<file path="src/rtl/gtp_init_ctrl_pkg.sv">
// gtp_init_ctrl_pkg: shared state encoding and timer sizing for the GT init sequencer.
// Latency: n/a (types and constants only).
// Backpressure: n/a.
package gtp_init_ctrl_pkg;

   // Encoding is visible on state_out, so the values are fixed.
   typedef enum logic [2:0] {
      WAIT_PLL = 3'd0,
      TX_RST   = 3'd1,
      TX_WAIT  = 3'd2,
      RX_RST   = 3'd3,
      RX_WAIT  = 3'd4,
      READY    = 3'd5,
      FAIL     = 3'd6
   } state_t;

   localparam int STATE_W = 3;

   // One timer serves every state, so it must hold the largest terminal count.
   function automatic int timer_width(input int pll_timeout,
                                      input int done_timeout,
                                      input int reset_pulse);
      int m;
      m = pll_timeout;
      if (done_timeout > m) m = done_timeout;
      if (reset_pulse > m) m = reset_pulse;
      if (m < 2) return 1;
      return $clog2(m);
   endfunction

   // Width for the default parameter set (125000 cycles -> 17 bits).
   localparam int TIMER_W = timer_width(125000, 125000, 16);

endpackage

</file>
<file path="src/rtl/gtp_sync2.sv">
// gtp_sync2: two-flop synchronizer for a single asynchronous level.
// Latency: 2 cycles from input change to q.
// Backpressure: none.
// Ports: clk (sampling clock), rst (sync active-high, clears both flops), d (async level), q (synchronized level).
module gtp_sync2 (
   input  logic clk,
   input  logic rst,
   input  logic d,
   output logic q
);

   logic meta;

   always_ff @(posedge clk) begin
      if (rst) begin
         meta <= 1'b0;
         q    <= 1'b0;
      end else begin
         meta <= d;
         q    <= meta;
      end
   end

endmodule

</file>
<file path="src/rtl/gtp_init_ctrl.sv">
// gtp_init_ctrl: GT transceiver bring-up sequencer (PLL lock, TX reset, RX reset, retry/fail).
// Latency: status inputs take 2 cycles through synchronizers, the FSM reacts on the next edge; all outputs registered.
// Backpressure: none; rx_restart is a single-cycle request honoured only in READY.
// Ports: drpclk_in/soft_reset (clock, sync active-high reset); gt_pll_locked, gt_txresetdone,
//        gt_rxresetdone (async GT status); rx_restart (datapath RX re-reset request);
//        gt_txreset, gt_rxreset, gt_txusrrdy, gt_rxusrrdy (GT controls); link_ready, init_fail,
//        retry_cnt, state_out (status).
module gtp_init_ctrl
   import gtp_init_ctrl_pkg::*;
#(
   parameter int RESET_PULSE  = 16,
   parameter int PLL_TIMEOUT  = 125000,
   parameter int DONE_TIMEOUT = 125000,
   parameter int MAX_RETRY    = 3
) (
   input  logic               drpclk_in,
   input  logic               soft_reset,
   input  logic               gt_pll_locked,
   input  logic               gt_txresetdone,
   input  logic               gt_rxresetdone,
   input  logic               rx_restart,
   output logic               gt_txreset,
   output logic               gt_rxreset,
   output logic               gt_txusrrdy,
   output logic               gt_rxusrrdy,
   output logic               link_ready,
   output logic               init_fail,
   output logic [1:0]         retry_cnt,
   output logic [STATE_W-1:0] state_out
);

   localparam int TW = timer_width(PLL_TIMEOUT, DONE_TIMEOUT, RESET_PULSE);

   // Terminal counts: the timer is 0 on the first cycle in a state.
   localparam logic [TW-1:0] PLL_LAST   = TW'(PLL_TIMEOUT - 1);
   localparam logic [TW-1:0] DONE_LAST  = TW'(DONE_TIMEOUT - 1);
   localparam logic [TW-1:0] PULSE_LAST = TW'(RESET_PULSE - 1);
   localparam logic [1:0]    RETRY_MAX  = 2'(MAX_RETRY);

   logic lock_s, txdone_s, rxdone_s;

   gtp_sync2 u_sync_lock   (.clk(drpclk_in), .rst(soft_reset), .d(gt_pll_locked),  .q(lock_s));
   gtp_sync2 u_sync_txdone (.clk(drpclk_in), .rst(soft_reset), .d(gt_txresetdone), .q(txdone_s));
   gtp_sync2 u_sync_rxdone (.clk(drpclk_in), .rst(soft_reset), .d(gt_rxresetdone), .q(rxdone_s));

   state_t        state, next_state;
   logic [TW-1:0] timer;
   logic          fail_evt;
   logic          tmr_clr;
   logic          txrst_d, rxrst_d, txusr_d, rxusr_d, ready_d, fail_d;

   // Next state. Every failure funnels through fail_evt so the retry
   // decision lives in one place below the case.
   always_comb begin
      next_state = state;
      fail_evt   = 1'b0;
      case (state)
         WAIT_PLL: begin
            if (lock_s)                 next_state = TX_RST;
            else if (timer == PLL_LAST) fail_evt   = 1'b1;
         end
         TX_RST: begin
            if (!lock_s)                  fail_evt   = 1'b1;
            else if (timer == PULSE_LAST) next_state = TX_WAIT;
         end
         TX_WAIT: begin
            if (!lock_s)                 fail_evt   = 1'b1;
            else if (txdone_s)           next_state = RX_RST;
            else if (timer == DONE_LAST) fail_evt   = 1'b1;
         end
         RX_RST: begin
            if (!lock_s)                  fail_evt   = 1'b1;
            else if (timer == PULSE_LAST) next_state = RX_WAIT;
         end
         RX_WAIT: begin
            if (!lock_s)                 fail_evt   = 1'b1;
            else if (rxdone_s)           next_state = READY;
            else if (timer == DONE_LAST) fail_evt   = 1'b1;
         end
         READY: begin
            // Lock loss outranks any RX-only event: TX must be re-initialised too.
            if (!lock_s)                       next_state = WAIT_PLL;
            else if (!rxdone_s || rx_restart)  next_state = RX_RST;
         end
         FAIL:    next_state = FAIL;
         default: next_state = WAIT_PLL;
      endcase

      if (fail_evt) next_state = (retry_cnt >= RETRY_MAX) ? FAIL : WAIT_PLL;

      // A retry re-enters WAIT_PLL from WAIT_PLL, which must still restart the timer.
      tmr_clr = fail_evt || (next_state != state);
   end

   // Output decode from next_state so the registered outputs line up with state.
   // RX reset is released during the TX phase so it appears as a clean pulse in RX_RST.
   always_comb begin
      txrst_d = 1'b0;
      rxrst_d = 1'b0;
      txusr_d = 1'b0;
      rxusr_d = 1'b0;
      ready_d = 1'b0;
      fail_d  = 1'b0;
      case (next_state)
         WAIT_PLL: begin txrst_d = 1'b1; rxrst_d = 1'b1; end
         TX_RST:   txrst_d = 1'b1;
         TX_WAIT:  txusr_d = 1'b1;
         RX_RST:   begin rxrst_d = 1'b1; txusr_d = 1'b1; end
         RX_WAIT:  begin txusr_d = 1'b1; rxusr_d = 1'b1; end
         READY:    begin txusr_d = 1'b1; rxusr_d = 1'b1; ready_d = 1'b1; end
         FAIL:     begin txrst_d = 1'b1; rxrst_d = 1'b1; fail_d = 1'b1; end
         default:  begin txrst_d = 1'b1; rxrst_d = 1'b1; end
      endcase
   end

   always_ff @(posedge drpclk_in) begin
      if (soft_reset) begin
         state       <= WAIT_PLL;
         timer       <= '0;
         retry_cnt   <= '0;
         gt_txreset  <= 1'b1;
         gt_rxreset  <= 1'b1;
         gt_txusrrdy <= 1'b0;
         gt_rxusrrdy <= 1'b0;
         link_ready  <= 1'b0;
         init_fail   <= 1'b0;
      end else begin
         state <= next_state;
         timer <= tmr_clr ? '0 : timer + 1'b1;

         // Retry history is forgotten once a link has been brought up.
         if (next_state == READY && state != READY)
            retry_cnt <= '0;
         else if (fail_evt && retry_cnt < RETRY_MAX)
            retry_cnt <= retry_cnt + 1'b1;

         gt_txreset  <= txrst_d;
         gt_rxreset  <= rxrst_d;
         gt_txusrrdy <= txusr_d;
         gt_rxusrrdy <= rxusr_d;
         link_ready  <= ready_d;
         init_fail   <= fail_d;
      end
   end

   assign state_out = state;

endmodule

</file>
<file path="config.mk">
export PLATFORM = sky130hd
export DESIGN_NAME = gtp_init_ctrl
export DESIGN_NICKNAME = d
export VERILOG_FILES = /design/src/rtl/gtp_init_ctrl_pkg.sv /design/src/rtl/gtp_sync2.sv /design/src/rtl/gtp_init_ctrl.sv
export SDC_FILE = /design/constraint.sdc
export NUM_CORES = 1
export LEC_CHECK = 0
export BUFFER_PORTS_ARGS = -buffer_cell sky130_fd_sc_hd__buf_4
export CAP_MARGIN = 10
export CORE_AREA = 2 2 55 57
export CTS_CLUSTER_SIZE = 40
export DETAILED_ROUTE_END_ITERATION = 6
export DIE_AREA = 0 0 57 59
export GPL_ROUTABILITY_DRIVEN = 0
export PLACE_DENSITY = 0.77
export SLEW_MARGIN = 20
export SYNTH_ARGS = -nofsm -noshare
export SYNTH_HDL_FRONTEND = slang
export SYNTH_HIERARCHICAL = 1
export SYNTH_SLANG_ARGS = --single-unit
</file>
<file path="constraint.sdc">
create_clock -name drpclk_in -period 3.7 [get_ports drpclk_in]
set_clock_uncertainty 0.1 [all_clocks]
set_input_delay 0.37 -clock drpclk_in [delete_from_list [all_inputs] [get_ports drpclk_in]]
set_output_delay 0.37 -clock drpclk_in [all_outputs]
set_load 0.02 [all_outputs]
</file>
==> results.yml, run 1 <==
outcome:
  outcome: "complete, no violations"
synthesis:
  yosys.area.top_type: "dfxtp_1"
  synthTopCellsByArea: "dfxtp_1 44%, nor2_1 7.0%, xor2_1 5.1%, xnor2_1 4.5%, nand3_1 3.2%"
  ys_seq_area_share_pct: 43.7
  synth-async-reset-ratio_pct: 0
  netlist_area_um2: 1560
  ys_seq_elements: 34
  synth_top_area_share_pct: 43.7
  synth_edf_count: 0
  ys.flop_type: "dfxtp_1"
  synth_area_per_cell_um2: 9.27
  yosysWarningCount: 6
  synthesis.nets: 176
  synthCells: 168
  ys_types: 44
power:
  p_comb_share_pct: 28.9
  leakagePower_nw: 0.699
  power.density_nw_per_um2: 556
  clkPwrFrac_pct: 25.5
  power_switching_share_pct: 31.9
  p_int_mw: 0.662
  p_switching_mw: 0.311
  ir_drop_v: 0.000552
  seqPwrFrac_pct: 45.6
min_path:
  hold_path_end: "u_sync_lock/meta"
  whs_path_depth: 2
  hp-class: "in2reg"
  worstHoldStart: "gt_pll_locked"
floorplanning:
  die_area_um2: 3360
  initial_utilization_pct: 57.5
  die_width_um: 57
  die_h_um: 59
  io_pins: 17
  rows: 19
  core_um2: 2710
timing:
  fin_setup_tns_ns: 0
  timing.fmax_mhz: 467
  final-hold-violation-count: 0
  setup_slack_ns: 1.56
  holdWs_ns: 0.142
  worstMarginPinSlew_ns: 0.435
  relSlewSlack_pct: 70.9
  grt_setup_unrepaired: "no"
  finalSetupViolCount: 0
  min_period_over_period_pct: 57.8
  drv_slew: 0
  period_needed_ns: 2.14
route:
  drc: 0
  drtIter0Drc: 38
  first_pass_iters: 4
  via_per_inst: 5.53
  wl_mm: 2.85
  num_vias: 1210
  post_drt_wl_per_cell_um: 13.0
  postRouteAntennaNets: 0
global_routing:
  grt_overflow: 0
  grt_pass1_wl_mm: 4.97
  antenna_found_initial: 0
  grt_start_max_net_pins: 18
  grtUsageTotal_pct: 19.2
  grt_pass1_vias: 1182
placement:
  pre_cts_ws_ns: 1.55
  placed_cell_area_um2: 1670
  dp_hpwl_mm: 2.09
  portBuffers: 16
flow_run:
  drv_cap: 0
clock_network:
  clock_sinks: 34
  post-cts-setup-buffer-count: 0
  htree_levels: 2
  clock_latency_ns: 0.34
  post_cts_resize_count: 0
  path_clk_slew_ns: 0.10
  hold_buffers: 0
  cts_made_buffers: 5
  cts_buffer_depth: 2
  cts-root-buf: "clkbuf_4"
  cts_tree: "yes"
setup_path:
  crit_path_end_kind: "flop"
  path_class: "reg2reg"
  rr_worst_depth: 6
  reg2reg_from: "timer[4]"
  required_ns: 3.84
  reg2reg_to: "gt_txusrrdy"
  startpoint_type: "flop"
  crit_fanout: 6
  r2r_setup_slack_ns: 1.56
  cp_data_arrival_time_ns: 2.28
cells_and_area:
  syn2layout_area_growth_pct: 12.4
  layout-drive-gt1-share_pct: 20.7
  antenna_cells: 0
  nets: 195
  largest_register: "timer"
  largest_reg_flops: 17
  stdcell_area_um2: 1750
  nFillCells: 247
## worst max-delay path by stage
stage / start / to / depth (start not counted) / slack, ns
floorplan: timer[4] / link_ready / 6 / 1.74
finish: timer[4] / gt_txusrrdy / 6 / 1.56
CTS: timer[4] / gt_txusrrdy / 6 / 1.54
global route: timer[4] / gt_txusrrdy / 6 / 1.39
global placement: timer[4] / gt_txusrrdy / 6 / 1.63
detailed placement: timer[4] / gt_txusrrdy / 6 / 1.55
## worst max-delay path, cell delays in order, from the launching register on
cell and delay [ns]:
dfxtp_1 0.35, or4_4 0.55, nor3_4 0.28, nor2_1 0.10, nor3_2 0.30, nor2b_1 0.18
and3b_1 0.18
## layer usage
metal  wire (um)  GRT usage [%]  up-vias
met1        1260           21.3      571
li1            -              -      607
met2        1400           33.3       25
met3         131           6.55        7
met4          52           8.97        0
met5           0              0        -
## stage by stage
stage	power (mW)	utilization [%]	instances
CTS	0.983	64.6	219
global route	1.03	64.6	219
detailed placement	0.734	61.7	211
floorplan	0.667	-	168
finish	0.973	64.6	219
global placement	0.723	61.7	211
## Yosys cell counts (all sizes together), types with 3 or more instances
library cell / count
nand3: 10
xnor2: 8
a21oi: 4
buf: 4
nor2: 29
nand2: 8
nor3: 5
and3: 3
nor2b: 7
xor2: 9
inv: 5
nand4: 3
o21ai: 4
nand2b: 5
dfxtp: 34
## placed cells by master (no fill, tap or decap), drive strengths merged, types with 2 or more instances in the layout
cell type	synthesis	final
mux2i	2	2
and3	3	3
o21ai	4	4
and3b	2	2
inv	5	5
dfxtp	34	34
a21oi	4	4
nor2	29	29
nor3	5	5
nand4	3	3
xor2	9	9
nand3	10	10
buf	4	16
and2	2	2
clkbuf	0	8
nand2b	5	5
and4	2	2
xnor2	8	8
o21a	2	2
nand2	8	8
nor2b	7	7
ha	2	2
or2	2	2
## final cells by class
type / instances / area (um2) / area share [%]
multi-input combinational: 125 / 813 / 46.5
sequential: 34 / 681 / 38.9
timing repair buffer: 16 / 120 / 6.86
clock buffer: 8 / 78.8 / 4.50
tap: 31 / 38.8 / 2.22
inverter: 5 / 18.8 / 1.07
## cell families after synthesis
logic type	Yosys count	synth area share, %
compound gates	18	9.08
xor+xnor	17	9.56
fa+ha+maj	2	1.61
buf+inv	9	4.10
flops	34	43.7
mux	2	1.29
simple gates	86	30.7
## power by group through the flow
stage                     registers, mW  logic [mW]  clock network (mW)
after floorplan                   0.473       0.194                   0
after global placement            0.448       0.274                   0
after detailed placement          0.451       0.283                   0
after CTS                         0.444       0.284               0.255
after global routing              0.449       0.317               0.267
final                             0.444       0.281               0.248
No activity file was read; power rests on OpenSTA's default activity.
==> inputs of run 2 (changes only) <==
Settings changed: ABC_AREA set to 1, CORE_AREA 2 2 55 57 to 2 2 62 64, DIE_AREA 0 0 57 59 to 0 0 64 66, PLACE_DENSITY 0.77 to 0.72.
Clock period 3.7 ns to 1.7 ns, I/O delays scaled along.
==> run 2 against run 1 <==
  * Worst setup slack got worse by 1.7 ns
  * Largest power group is now combinational cells
  * Via count rose by 35%
  * The run now ends with setup timing left
  * Die area rose by 26%
  * Area after synthesis rose by 14%
  * Power rose to 3.0 times the previous value
==> results.yml, run 2 <==
min_path:
  hp-class: "reg2reg"
timing:
  drv_slew: 0
  setup_slack_ns: -0.135
  finalSetupViolCount: 25
  min_period_over_period_pct: 108
  worstMarginPinSlew_ns: 0.396
  period_needed_ns: 1.83
  grt_setup_unrepaired: "yes"
  relSlewSlack_pct: 73.4
  timing.fmax_mhz: 545
  fin_setup_tns_ns: -2.54
  final-hold-violation-count: 0
cells_and_area:
  stdcell_area_um2: 2480
  final-instance-count-excl-fill: 341
  nets: 300
  syn2layout_area_growth_pct: 39.4
  antenna_cells: 0
  layout-drive-gt1-share_pct: 41.3
  largest_register: "timer"
  mostFrequentLayoutCell: "buf_4"
  largest_reg_flops: 17
  final_cell_mix: "48 x buf_4, 37 x inv_1, 27 x dfxtp_1"
power:
  power.density_nw_per_um2: 1190
  leakagePower_nw: 1.11
  ir_drop_v: 0.000901
  power_mw: 2.95
setup_path:
  path_cells: "ha_4 -> nand4_1 -> nor2_2 -> nand3_1 -> nand2_1 -> nand2_2 -> nand2_4 -> nand2_8 -> nand2_4 -> nand2_2 -> nand2_2 -> nand2_4 -> buf_12 -> a21oi_2"
  timing.critical_path.slowest_cell_delay_ns: 0.37
  path_class: "reg2reg"
  crit_fanout: 7
  startpoint_type: "flop"
  cp_data_arrival_time_ns: 2.02
  required_ns: 1.88
  slowest_stage: "dfxtp_4"
  crit_path_end_kind: "flop"
placement:
  dp_cells: 321
  placed_cell_area_um2: 2220
  dp_hpwl_mm: 2.81
  portBuffers: 16
synthesis:
  ys_seq_elements: 34
  yosys.area.top_type: "dfxtp_1"
  yosysWarningCount: 6
  synth_common_cells: "38 x inv_1, 34 x dfxtp_1, 31 x nor2_1"
  ys.flop_type: "dfxtp_1"
  ys_seq_area_share_pct: 38.3
  synthesis.nets: 237
  yosysMostFrequentCell: "inv_1"
  netlist_area_um2: 1780
  ys_types: 26
  synth-async-reset-ratio_pct: 0
  synthCells: 229
  synth_edf_count: 0
  synth_top_area_share_pct: 38.3
  synthTopCellsByArea: "dfxtp_1 38%, inv_1 8.0%, nor2_4 7.0%, nor2_1 6.5%, nand2_1 5.9%"
  synth_area_per_cell_um2: 7.76
route:
  num_vias: 1634
  drc: 0
  wl_mm: 3.90
  postRouteAntennaNets: 0
  via_per_inst: 4.79
  first_pass_iters: 4
  post_drt_wl_per_cell_um: 11.4
  drtIter0Drc: 88
clock_network:
  cts-root-buf: "clkbuf_4"
  cts_tree: "yes"
  cts_made_buffers: 5
  clock_latency_ns: 0.35
  path_clk_slew_ns: 0.11
  htree_levels: 2
  cts_buffer_depth: 2
  clock_sinks: 34
floorplanning:
  die_area_um2: 4220
  die_h_um: 66
  initial_utilization_pct: 50.1
  core_um2: 3550
  rows: 22
  die_width_um: 64
  io_pins: 17
global_routing:
  antenna_found_initial: 0
  grt_pass1_vias: 1507
  grtUsageTotal_pct: 20.5
  grt_start_max_net_pins: 13
  grt_overflow: 0
  grt_pass1_wl_mm: 6.60
outcome:
  violations: "setup timing"
  outcome: "finished with violations"
flow_run:
  drv_cap: 0
==> run 2: logic make-up after synthesis <==
group | share of synthesized area [%]
compound gates | 5.42
xor+xnor | 5.91
fa+ha+maj | 1.41
buf+inv | 11.3
flops | 38.3
simple gates | 37.7
==> run 2: worst max-delay path: cells and delay by family, from the launching register on <==
| kind | cells | cell delay (ns) |
|---|---|---|
| flip-flops | 1 | 0.37 |
| AO/OA/AOI/OAI | 1 | 0.09 |
| AND/OR/NAND/NOR | 11 | 0.91 |
| buffers and inverters | 1 | 0.15 |
| adder cells (fa/ha/maj) | 1 | 0.15 |
==> run 2: per-stage QoR <==
step           hold WS [ns]  utilization [%]  setup WS, ns
2_1_floorplan         0.135                -       -0.0471
3_3_place_gp          0.268             62.5        -0.173
3_5_place_dp          0.279             62.5        -0.203
4_1_cts               0.263             67.2        -0.163
5_1_grt               0.347             69.8        -0.308
6_report              0.310             69.8        -0.135
==> run 2: repair_timing <==
item / 4_1_cts / 5_1_grt
setup endpoints to repair: 25 / 27
setup buffers: 2 / 3
pin swaps: 3 / 7
resized for setup: 5 / 20
hold endpoints to repair: 9 / 0
hold buffers: 7 / 0
==> run 2: layer usage <==
metal | vias to the layer above | track usage, % | wire length (um)
li1 | 842 | - | -
met1 | 738 | 25.7 | 1760
met2 | 45 | 33.2 | 1910
met3 | 9 | 5.11 | 148
met4 | 0 | 8.97 | 85
met5 | - | 0 | 0
==> run 2: report_power, final <==
group | total (mW) | internal (mW) | switching, mW
registers | 0.983 | 0.909 | 0.0740
clock network | 0.484 | 0.200 | 0.284
logic | 1.49 | 0.661 | 0.824
==> run 2: path summary, 6_finish.rpt <==
path / from / to / slack (ns) / cells past startpoint
setup / recovery: timer[0] / timer[4] / -0.13 / 14
hold / removal: u_sync_lock/meta / u_sync_lock/q / 0.31 / 2
setup reg to reg: timer[0] / timer[4] / -0.13 / 14
hold reg to reg: u_sync_lock/meta / u_sync_lock/q / 0.31 / 2
==> run 2: area by class of cell <==
cell class / instances / area (um2)
sequential: 34 / 692
timing repair buffer: 59 / 493
inverter: 42 / 158
multi-input combinational: 150 / 1010
tap: 48 / 60.1
clock buffer: 6 / 51.3
fill: 301 / 1070
clock inverter: 2 / 11.3
==> inputs of run 3 (changes only) <==
Settings changed: SKIP_CTS_REPAIR_TIMING set to 1.
==> run 3 against run 2 <==
  * The run still ends with setup timing left
  * First-iteration DRC count decreased by 38%
  * Global-route usage decreased by 1.1 points
  * Utilization decreased by 0.95 points
  * Count of clock-buffer cells in the layout unchanged
  * Sequential power about the same
  * Register-to-register slack got worse by 0.02 ns
  * Sequential share of layout area increased by 0.28 points
  * Final cell count decreased by 0.59%
  * Worst hold slack got worse by 0.016 ns
  * Combinational power decreased by 4%
  * Fmax decreased by 0.97%
  * Critical endpoint unchanged
  * Highest routed layer unchanged
==> results.yml, run 3 (same netlist as run 2, synthesis figures left out) <==
setup_path:
  crit_fanout: 7
  r2r_setup_slack_ns: -0.15
  reg2reg_from: "timer[1]"
  cp_data_arrival_time_ns: 2.03
  crit_end: "timer[4]"
  startpoint_type: "flop"
  reg2reg_to: "timer[4]"
  rr_worst_depth: 14
  critPathLaunch: "timer[1]"
  required_ns: 1.88
  crit_path_end_kind: "flop"
  path_class: "reg2reg"
power:
  power.density_nw_per_um2: 1180
  ir_drop_v: 0.000944
  leakagePower_nw: 1.09
  power_mw: 2.89
route:
  drtIter0Drc: 55
  first_pass_iters: 4
  wl_mm: 3.73
  post_drt_wl_per_cell_um: 11.0
  via_per_inst: 4.76
  postRouteAntennaNets: 0
  num_vias: 1614
  drc: 0
cells_and_area:
  final_core_util_pct: 68.9
  nFillCells: 304
  antenna_cells: 0
  final_cell_mix: "46 x buf_4, 37 x inv_1, 29 x dfxtp_1"
  syn2layout_area_growth_pct: 37.5
  mostFrequentLayoutCell: "buf_4"
  layout-drive-gt1-share_pct: 39.9
  largest_register: "timer"
  largest_reg_flops: 17
  nets: 298
global_routing:
  grtUsageTotal_pct: 19.4
  grt_overflow: 0
  grt_start_max_net_pins: 13
  antenna_found_initial: 0
  grt_pass1_wl_mm: 6.29
  grt_pass1_vias: 1463
min_path:
  hp-class: "in2reg"
  whs_path_depth: 7
clock_network:
  cts_made_buffers: 5
  cts_buffer_depth: 2
  htree_levels: 2
  cts_tree: "yes"
  path_clk_slew_ns: 0.11
  clock_sinks: 34
  clock_latency_ns: 0.35
  cts-root-buf: "clkbuf_4"
timing:
  setup_slack_ns: -0.153
  final-hold-violation-count: 0
  grt_setup_unrepaired: "yes"
  fin_setup_tns_ns: -2.76
  relSlewSlack_pct: 73.4
  timing.fmax_mhz: 540
  finalSetupViolCount: 24
  worstMarginPinSlew_ns: 0.395
  holdWs_ns: 0.294
  drv_slew: 0
  min_period_over_period_pct: 109
  period_needed_ns: 1.85
floorplanning:
  initial_utilization_pct: 50.1
  die_area_um2: 4220
  core_um2: 3550
  die_width_um: 64
  rows: 22
  io_pins: 17
  die_h_um: 66
placement:
  dp_hpwl_mm: 2.81
  pre_cts_ws_ns: -0.203
  portBuffers: 16
flow_run:
  drv_cap: 0
outcome:
  violations: "setup timing"
  outcome: "finished with violations"
## run 3: layer usage
layer / vias to the layer above / GRT usage (%) / routed length (um)
li1: 839 / - / -
met1: 736 / 25.2 / 1770
met2: 30 / 29.9 / 1750
met3: 9 / 5.11 / 124
met4: 0 / 9.24 / 88
met5: - / 0 / 0
## run 3: critical path: stages (launching register included)
cell and delay (ns):
dfxtp_2 0.36, ha_4 0.15, nand4_1 0.13, nor2_2 0.15
nand3_1 0.08, nand2_1 0.07, nand2_2 0.06, nand2_4 0.11
nand2_8 0.07, nand2_4 0.07, nand2_2 0.05, nand2_2 0.07
nand2_4 0.07, buf_12 0.15, a21oi_2 0.09
## run 3: stage by stage
step / cells / instance area (um2)
floorplan: 229 / 1820
global placement: 321 / 2220
detailed placement: 321 / 2220
CTS: 329 / 2280
global route: 339 / 2440
finish: 339 / 2440
## run 3: worst min-delay path by stage
stage                        start            endpoint
global placement    gt_rxresetdone  u_sync_rxdone/meta
detailed placement  gt_rxresetdone  u_sync_rxdone/meta
CTS                 gt_rxresetdone  u_sync_rxdone/meta
global route            rx_restart         gt_rxusrrdy
floorplan               soft_reset        state_out[1]
finish                  rx_restart         gt_rxusrrdy
## run 3: final cells by class
| cell class | instances | area (um2) | share of cell area, % |
|---|---|---|---|
| well taps | 48 | 60.1 | 2.46 |
| inverters | 42 | 158 | 6.45 |
| multi-input cells | 150 | 997 | 40.8 |
| clock buffers | 6 | 51.3 | 2.10 |
| flip-flops and latches | 34 | 689 | 28.2 |
| repair buffers | 57 | 478 | 19.5 |
| clock inverters | 2 | 11.3 | 0.461 |
## run 3: power by group
group | switching (mW) | internal [mW] | total, mW
clock | 0.283 | 0.200 | 0.483
sequential | 0.0763 | 0.909 | 0.985
combinational | 0.786 | 0.639 | 1.43
